`config.mk`:
```
export PLATFORM = sky130hd
export DESIGN_NAME = fill_sequencer_flat
export DESIGN_NICKNAME = d
export VERILOG_FILES = /design/src/rtl/fill_if.sv /design/src/rtl/fill_sequencer.sv /design/src/flat_wrapper.sv
export SDC_FILE = /design/constraint.sdc
export NUM_CORES = 1
export LEC_CHECK = 0
export ABC_CLOCK_PERIOD_IN_PS = 2400
export BUFFER_PORTS_ARGS = -buffer_cell sky130_fd_sc_hd__buf_2
export CAP_MARGIN = 10
export CORE_ASPECT_RATIO = 1.2
export CORE_MARGIN = 4
export CORE_UTILIZATION = 45
export CTS_CLUSTER_DIAMETER = 120
export DETAILED_ROUTE_END_ITERATION = 16
export GPL_ROUTABILITY_DRIVEN = 0
export PLACE_DENSITY_LB_ADDON = 0.15
export SKIP_CTS_REPAIR_TIMING = 1
export SLEW_MARGIN = 0
export SYNTH_ARGS = -nofsm -noshare
export SYNTH_HDL_FRONTEND = slang
export SYNTH_SLANG_ARGS = --single-unit
```
`constraint.sdc`:
```
create_clock -name CLK -period 2.4 [get_ports CLK]
set_input_delay 0.24 -clock CLK [delete_from_list [all_inputs] [get_ports CLK]]
set_output_delay 0.24 -clock CLK [all_outputs]
set_load 0.01 [all_outputs]
```
`src/rtl/fill_if.sv`:
```
// Handshake and status bundle between a fill controller and the fill_sequencer.
// The master side issues requests and unit pulses; the slave side reports progress.
interface fill_if #(
    parameter int unsigned N_CH  = 4,
    parameter int unsigned CNT_W = 8
);
    logic                    startWork;
    logic                    stopWork;
    logic                    clrFault;
    logic [N_CH-1:0]         pulseIn;
    logic                    isWork;
    logic [N_CH-1:0]         chFull;
    logic                    allFull;
    logic [N_CH*CNT_W-1:0]   bottleCnt;
    logic                    fault;

    modport master (
        output startWork, stopWork, clrFault, pulseIn,
        input  isWork, chFull, allFull, bottleCnt, fault
    );

    modport slave (
        input  startWork, stopWork, clrFault, pulseIn,
        output isWork, chFull, allFull, bottleCnt, fault
    );
endinterface

```
`src/rtl/fill_sequencer.sv`:
```
// Multi-channel bottle filling sequencer: counts dispensed units into bottles per channel,
// tracks full channels, and supervises the run with an idle-pulse timeout.
module fill_sequencer #(
    parameter int unsigned N_CH             = 4,
    parameter int unsigned PILLS_PER_BOTTLE = 10,
    parameter int unsigned BOTTLES          = 8,
    parameter int unsigned TIMEOUT          = 1000,
    parameter int unsigned CNT_W            = 8
) (
    input logic  CLK,
    input logic  RST,
    fill_if.slave bus
);

    localparam int unsigned UW = (PILLS_PER_BOTTLE > 1) ? $clog2(PILLS_PER_BOTTLE) : 1;
    localparam int unsigned TW = $clog2(TIMEOUT);

    localparam logic [UW-1:0]    UNIT_LAST  = UW'(PILLS_PER_BOTTLE - 1);
    localparam logic [CNT_W-1:0] BOTTLE_MAX = CNT_W'(BOTTLES);
    localparam logic [TW-1:0]    TMO_LAST   = TW'(TIMEOUT - 1);

    typedef enum logic [1:0] {StIdle, StWork, StDone, StFault} state_e;

    state_e                       state_q, state_d;
    logic [N_CH-1:0][UW-1:0]      unit_q, unit_d;
    logic [N_CH-1:0][CNT_W-1:0]   bottle_q, bottle_d;
    logic [N_CH-1:0]              full_q, full_d;
    logic [TW-1:0]                tmo_q, tmo_d;

    logic [N_CH-1:0] accept;
    logic            all_full;
    logic            clear_all;

    assign accept    = bus.pulseIn & ~full_q & {N_CH{state_q == StWork}};
    assign all_full  = &full_q;
    assign clear_all = (state_q == StDone) && bus.startWork;

    always_comb begin
        state_d = state_q;
        unique case (state_q)
            StIdle: begin
                if (bus.startWork && !bus.stopWork) state_d = StWork;
            end
            StWork: begin
                // Pause beats completion, completion beats timeout.
                if (bus.stopWork)                                 state_d = StIdle;
                else if (all_full)                                state_d = StDone;
                else if ((accept == '0) && (tmo_q == TMO_LAST))   state_d = StFault;
            end
            StDone: begin
                if (bus.startWork) state_d = StWork;
            end
            StFault: begin
                if (bus.clrFault) state_d = StIdle;
            end
            default: state_d = StIdle;
        endcase
    end

    always_comb begin
        unit_d   = unit_q;
        bottle_d = bottle_q;
        full_d   = full_q;
        for (int i = 0; i < int'(N_CH); i++) begin
            if (clear_all) begin
                unit_d[i]   = '0;
                bottle_d[i] = '0;
                full_d[i]   = 1'b0;
            end else if (accept[i]) begin
                if (unit_q[i] == UNIT_LAST) begin
                    unit_d[i]   = '0;
                    bottle_d[i] = bottle_q[i] + CNT_W'(1);
                    // Full blocks further pulses, so the count saturates at BOTTLES.
                    if ((bottle_q[i] + CNT_W'(1)) == BOTTLE_MAX) full_d[i] = 1'b1;
                end else begin
                    unit_d[i] = unit_q[i] + UW'(1);
                end
            end
        end
    end

    always_comb begin
        tmo_d = '0;
        if ((state_q == StWork) && (state_d == StWork) && (accept == '0)) begin
            tmo_d = tmo_q + TW'(1);
        end
    end

    always_ff @(posedge CLK) begin
        if (RST) begin
            state_q  <= StIdle;
            unit_q   <= '0;
            bottle_q <= '0;
            full_q   <= '0;
            tmo_q    <= '0;
        end else begin
            state_q  <= state_d;
            unit_q   <= unit_d;
            bottle_q <= bottle_d;
            full_q   <= full_d;
            tmo_q    <= tmo_d;
        end
    end

    assign bus.isWork    = (state_q == StWork);
    assign bus.fault     = (state_q == StFault);
    assign bus.chFull    = full_q;
    assign bus.allFull   = all_full;
    assign bus.bottleCnt = bottle_q;

endmodule

```
`src/flat_wrapper.sv`:
```
// flat-port wrapper written by rule: the top's interface ports become plain ports
module fill_sequencer_flat 
#(
    parameter int unsigned N_CH             = 4,
    parameter int unsigned PILLS_PER_BOTTLE = 10,
    parameter int unsigned BOTTLES          = 8,
    parameter int unsigned TIMEOUT          = 1000,
    parameter int unsigned CNT_W            = 8
)
  (CLK, RST, bus_startWork, bus_stopWork, bus_clrFault, bus_pulseIn, bus_isWork, bus_chFull, bus_allFull, bus_bottleCnt, bus_fault);
  fill_if #(.N_CH(N_CH), .CNT_W(CNT_W)) bus_i ();
  input logic CLK;
  input logic RST;
  input wire logic [$bits(bus_i.startWork)-1:0] bus_startWork;
  input wire logic [$bits(bus_i.stopWork)-1:0] bus_stopWork;
  input wire logic [$bits(bus_i.clrFault)-1:0] bus_clrFault;
  input wire logic [$bits(bus_i.pulseIn)-1:0] bus_pulseIn;
  output wire logic [$bits(bus_i.isWork)-1:0] bus_isWork;
  output wire logic [$bits(bus_i.chFull)-1:0] bus_chFull;
  output wire logic [$bits(bus_i.allFull)-1:0] bus_allFull;
  output wire logic [$bits(bus_i.bottleCnt)-1:0] bus_bottleCnt;
  output wire logic [$bits(bus_i.fault)-1:0] bus_fault;
  assign bus_i.startWork = bus_startWork;
  assign bus_i.stopWork = bus_stopWork;
  assign bus_i.clrFault = bus_clrFault;
  assign bus_i.pulseIn = bus_pulseIn;
  assign bus_isWork = bus_i.isWork;
  assign bus_chFull = bus_i.chFull;
  assign bus_allFull = bus_i.allFull;
  assign bus_bottleCnt = bus_i.bottleCnt;
  assign bus_fault = bus_i.fault;
  fill_sequencer #(.N_CH(N_CH), .PILLS_PER_BOTTLE(PILLS_PER_BOTTLE), .BOTTLES(BOTTLES), .TIMEOUT(TIMEOUT), .CNT_W(CNT_W)) u_core (.CLK(CLK), .RST(RST), .bus(bus_i));
endmodule
```
; Word level (Yosys, flattened, before mapping)
; Cells that the tools add are included.
[totals]
inputBits = 9
word_cells = 70
output_inout_bits = 39
register_bits = 64
[op_classes]
mux = 11
bitwise_logic = 4
n_eq_ne = 13
reduce_logical = 19
n_addsub = 9
[op_table]
columns = operator, n
row1 = 8-bit by 1-bit adder with 8-bit output (second input constant), 4
row2 = 8-bit by 4-bit equality test with 1-bit output (second input constant), 4
row3 = 4-bit by 1-bit adder with 4-bit output (second input constant), 4
row4 = 4-bit equality test (second input constant), 4
row5 = 4-bit 2-to-1 mux, 4
row6 = 2-bit 2-to-1 mux, 6
row7 = 3-bit AND reduction, 4
row8 = 10-bit by 1-bit adder with 10-bit output (second input constant), 1
row9 = 10-bit equality test (second input constant), 1
row10 = 4-bit AND, 2
row11 = 2-bit one-hot mux with 4 select lines, 1
row12 = 2-bit AND reduction, 4
row13 = 1-bit logical AND, 5
row14 = 2-bit by 1-bit equality test with 1-bit output (second input constant), 2
row15 = 2-bit equality test (second input constant), 2
row16 = 4-bit zero test, 1
row17 = 4-bit inverter, 1
row18 = 4-bit AND reduction, 1
row19 = 2-bit OR reduction, 2
row20 = 2-bit zero test, 1
row21 = 1-bit zero test, 1
row22 = 1-bit inverter, 1

; Depth between registers and ports, before layout
[depth]
depth_word = 14
ltp_mapped = 6
mapped_depth_nobuf = 6

; Least setup slack after synthesis
; Ideal clock, no wire load.
[synth_path]
path_kind = reg2reg
startpoint = register u_core.full_q[3], in the netlist u_core.bus.chFull[3]
endpoint = register u_core.bottle_q, in the netlist u_core.bus.bottleCnt[31]
required_time_ps = 2339
path_buffers = 1
path_slack_ps = 670
synth_period_minus_slack_ps = 1730
setup_time_ps = 61
path_stages_with_launch = 7
arrival_time_ps = 1669
cell_sequence = dfxtp_1 and4bb_1 and4b_1 buf_4 nand4_1 or4_1 nand2_1
[synth_between]
elab_chain_cells = 4
[synth_lines]
columns = element, line
row1 = from (decl), fill_sequencer.sv:27  ; logic [N_CH-1:0] full_q, full_d;
row2 = from (signal assigned), fill_sequencer.sv:100  ; full_q <= full_d;
row3 = 4-bit inverter, fill_sequencer.sv:34  ; assign accept = bus.pulseIn & ~full_q & {N_CH{state_q == StWork}};
row4 = 4-bit AND (2 in series), fill_sequencer.sv:34
row5 = 2-bit AND reduction (no source line), --
row6 = to (signal assigned), fill_sequencer.sv:99  ; bottle_q <= bottle_d;
row7 = to (decl), fill_sequencer.sv:26  ; logic [N_CH-1:0][CNT_W-1:0] bottle_q, bottle_d;
; Every way passes these cells.
; A chain may end at the register's enable or synchronous reset.

; Worst setup path after layout
[layout_path]
startpoint = register u_core.state_q[0]
endpoint = register u_core.tmo_q[2]
[layout_between]
elab_chain_cells = 13
word_cells_on_any_way = 19
cone_classes = 4 x eq/ne / 7 x mux / 2 x bitwise / 6 x reduce/logical
[layout_lines]
columns = element, line
row1 = from (decl), fill_sequencer.sv:24  ; state_e state_q, state_d;
row2 = from (signal assigned), fill_sequencer.sv:91  ; state_q <= StIdle;
row3 = from (signal assigned), fill_sequencer.sv:97  ; state_q <= state_d;
row4 = 2-bit by 1-bit equality test with 1-bit output, "fill_sequencer.sv:34, fill_sequencer.sv:40, fill_sequencer.sv:84"
row5 = 4-bit AND, fill_sequencer.sv:34
row6 = 4-bit zero test, "fill_sequencer.sv:48, fill_sequencer.sv:84"
row7 = 1-bit logical AND, fill_sequencer.sv:48  ; else if ((accept == '0) && (tmo_q == TMO_LAST)) state_d = StFault;
row8 = 2-bit 2-to-1 mux, fill_sequencer.sv:48
row9 = 2-bit 2-to-1 mux, fill_sequencer.sv:47  ; else if (all_full) state_d = StDone;
row10 = 2-bit 2-to-1 mux, fill_sequencer.sv:46  ; if (bus.stopWork) state_d = StIdle;
row11 = 2-bit one-hot mux with 4 select lines, fill_sequencer.sv:40  ; unique case (state_q)
row12 = 2-bit by 1-bit equality test with 1-bit output, fill_sequencer.sv:84  ; if ((state_q == StWork) && (state_d == StWork) && (accept == '0)) begin
row13 = 1-bit logical AND, fill_sequencer.sv:84
row14 = 1-bit logical AND (*), fill_sequencer.sv:84
row15 = 1-bit inverter (no source line) (*), --
row16 = 2-bit OR reduction (no source line) (*), --
row17 = to (signal assigned), fill_sequencer.sv:101  ; tmo_q <= tmo_d;
row18 = to (decl), fill_sequencer.sv:28  ; logic [TW-1:0] tmo_q, tmo_d;
; Every way passes the cells marked *; elsewhere a longest branch is shown, timed or not.

==> results.sh <==
export IMPL_status="finished clean"
export IMPL_htree_num_levels=3
export IMPL_synth_cell_type_count=51
export IMPL_crit_path_end_kind="flop"
export IMPL_yosys_warnings=0
export IMPL_core_area_um2=6940
export IMPL_fin_util=0.548
export IMPL_max_freq_mhz=503
export IMPL_synth_top_cell_area_share=0.393
export IMPL_period_share=0.829
export IMPL_cts_root_buf="clkbuf_8"
export IMPL_grt_max_degree=29
export IMPL_vias=2755
export IMPL_synthArstFlopShare=0
export IMPL_setup_tns_ps=0
export IMPL_max_cap_violations=0
export IMPL_crit_path_max_fanout=11
export IMPL_grt_pass1_vias=2666
export IMPL_hold_class="primary input to flop"
export IMPL_relSlewSlack=0.590
export IMPL_critical_path_class="flop to flop"
export IMPL_dieWidth_um=85.7
export IMPL_drtIter0Drc=68
export IMPL_setup_ws_ps=411
export IMPL_maxSlewViolCount=0
export IMPL_rsz0062_at_grt="no"
export IMPL_area_delta_synth_final_pct=16.7
export IMPL_seq_area_frac_synth=0.393
export IMPL_p_leak_nw=1.48
export IMPL_via_per_inst=5.22
export IMPL_critPathLaunchType="flop"
export IMPL_die_area_um2=8680
export IMPL_wl_um=6820
export IMPL_syn_area_um2=3260
export IMPL_required_ps=2660
export IMPL_drt_pass1_iter_count=4
export IMPL_synth_avg_cell_area_um2=8.54
export IMPL_synth_largest_area_cell="dfxtp_1"
export IMPL_reg2reg_slack_ps=410
export IMPL_synthesis_instances=382
export IMPL_fin_skew_ps=4.25
export IMPL_antenna_left=0
export IMPL_grt_first_pass_wirelength_um=11800
export IMPL_power_density_nw_per_um2=546
export IMPL_whs_ps=140
export IMPL_io_buffers=47
export IMPL_nNetsFinal=454
export IMPL_antennaDiodeCount=0
export IMPL_synth_seq_cells=64
export IMPL_period_minus_slack_ps=1990
export IMPL_die_h_um=101
export IMPL_clockBufferDepth=2
export IMPL_grtUsageTotal=0.168
export IMPL_synth_edff_count=0
export IMPL_clk_latency_ps=340
export IMPL_pre_cts_ws_ps=464
export IMPL_path_clk_slew_ps=70
export IMPL_overflow=0
export IMPL_drive_gt1_frac=0.175
export IMPL_synthTopCellsByArea="dfxtp_1 39%, xnor2_1 8.9%, nor2_1 7.1%, xor2_1 5.1%, nand2_1 4.0%"
export IMPL_cts_buffers_inserted=9
export IMPL_hold_violations=0
export IMPL_ir_drop_mv=0.377
export IMPL_dp_hpwl_um=4950
export IMPL_rows=33
export IMPL_tightest_slew_ps=606
export IMPL_pin_count=48
export IMPL_drcViolationCount=0
export IMPL_synth_ff_type="dfxtp_1"
export IMPL_detail_route_wl_per_cell_um=12.9
export IMPL_synth_fp_nets=400
export IMPL_start_util=0.470
export IMPL_cts_tree="built"
export IMPL_crit_arrival_ps=2250
export IMPL_clock_sinks=64
export IMPL_grt_antenna_before_repair=0
export IMPL_setup_viol=0
==> critical path: stages (launching register included) <==
cell and delay (ps):
dfxtp_1 540, and2b_4 240, or3b_1 360, a211oi_2 240, o2111ai_2 320, nor2_1 210
==> per-layer routing <==
metal,global-route usage,vias up,part of all wire
li1,-,1432,-
met1,0.205,1272,0.48
met2,0.283,44,0.47
met3,0.0448,7,0.042
met4,0.0646,0,0.0095
met5,0,-,0
==> where the power goes <==
group / total, mW / switching (mW) / internal [mW] / leakage, nW
registers: 1.08 / 0.00839 / 1.07 / 0.516
logic: 0.0685 / 0.0409 / 0.0276 / 0.858
clock network: 0.933 / 0.399 / 0.534 / 0.103
total: 2.08 / 0.448 / 1.63 / 1.48
==> Yosys cell counts (all sizes together), types with 3 or more instances <==
cell type / number
nand4bb: 3
o21ai: 8
inv: 12
nor4b: 3
a21oi: 11
mux2i: 6
nor3b: 3
a31oi: 5
xnor2: 33
nand2: 35
or3: 3
nand4: 11
or2: 3
nor3: 11
ha: 9
or4: 3
xor2: 19
and2: 4
and4: 3
nor2: 62
nand3: 17
nor4: 5
a22oi: 3
a211oi: 3
nor2b: 7
clkbuf: 8
dfxtp: 64
==> registers in the layout, indices dropped and copies added (netlist names) <==
register / count
u_core.bus.chFull: 4
u_core.tmo_q: 10
u_core.bus.bottleCnt: 32
u_core.state_q: 2
u_core.unit_q: 16
==> cell usage in the layout, fill, tap and decap left out, drive strengths merged, types with 3 or more instances in the layout <==
master | synthesis | layout
a211oi | 3 | 3
a21oi | 11 | 11
a22oi | 3 | 3
a31oi | 5 | 5
and2 | 4 | 4
and4 | 3 | 3
buf | 2 | 53
clkbuf | 8 | 13
dfxtp | 64 | 64
ha | 9 | 9
inv | 12 | 12
mux2i | 6 | 6
nand2 | 35 | 35
nand3 | 17 | 17
nand4 | 11 | 11
nand4bb | 3 | 3
nor2 | 62 | 62
nor2b | 7 | 7
nor3 | 11 | 11
nor3b | 3 | 3
nor4 | 5 | 5
nor4b | 3 | 3
o21ai | 8 | 8
or2 | 3 | 3
or3 | 3 | 3
or4 | 3 | 3
xnor2 | 33 | 33
xor2 | 19 | 19
==> stage by stage <==
step	instance area (um^2)	power, mW	std cells
floorplan	3260	1.14	382
detailed placement	3600	1.17	512
global placement	3600	1.17	512
CTS	3800	2.10	528
global route	3800	2.16	528
finish	3800	2.08	528
==> worst paths after layout <==
| check | from | end | cells after the start |
|---|---|---|---|
| setup / recovery | u_core.state_q[0] | u_core.tmo_q[2] | 5 |
| hold / removal | RST | u_core.state_q[1] | 2 |
| setup reg to reg | u_core.state_q[0] | u_core.tmo_q[2] | 5 |
| hold reg to reg | u_core.tmo_q[0] | u_core.tmo_q[0] | 1 |
==> cell families (layout without fill, tap and decap cells) <==
| family | after synthesis | after routing | synth area share |
|---|---|---|---|
| AO/OA/AOI/OAI | 42 | 42 | 0.0867 |
| XOR/XNOR | 52 | 52 | 0.140 |
| adder cells (fa/ha/maj) | 9 | 9 | 0.0345 |
| flip-flops | 64 | 64 | 0.393 |
| buffers and inverters | 22 | 81 | 0.0276 |
| multiplexers | 7 | 7 | 0.0219 |
| AND/OR/NAND/NOR | 186 | 186 | 0.297 |
==> area by class of cell <==
cell class / instances / area (um^2)
Clock buffer: 13 / 159
Tap cell: 87 / 109
Multi-Input combinational cell: 296 / 1890
Timing Repair Buffer: 53 / 280
Sequential cell: 64 / 1280
Inverter: 12 / 45.0
Clock inverter: 3 / 40.0
Fill cell: 655 / 3130
(Power assumes the default switching activity.)
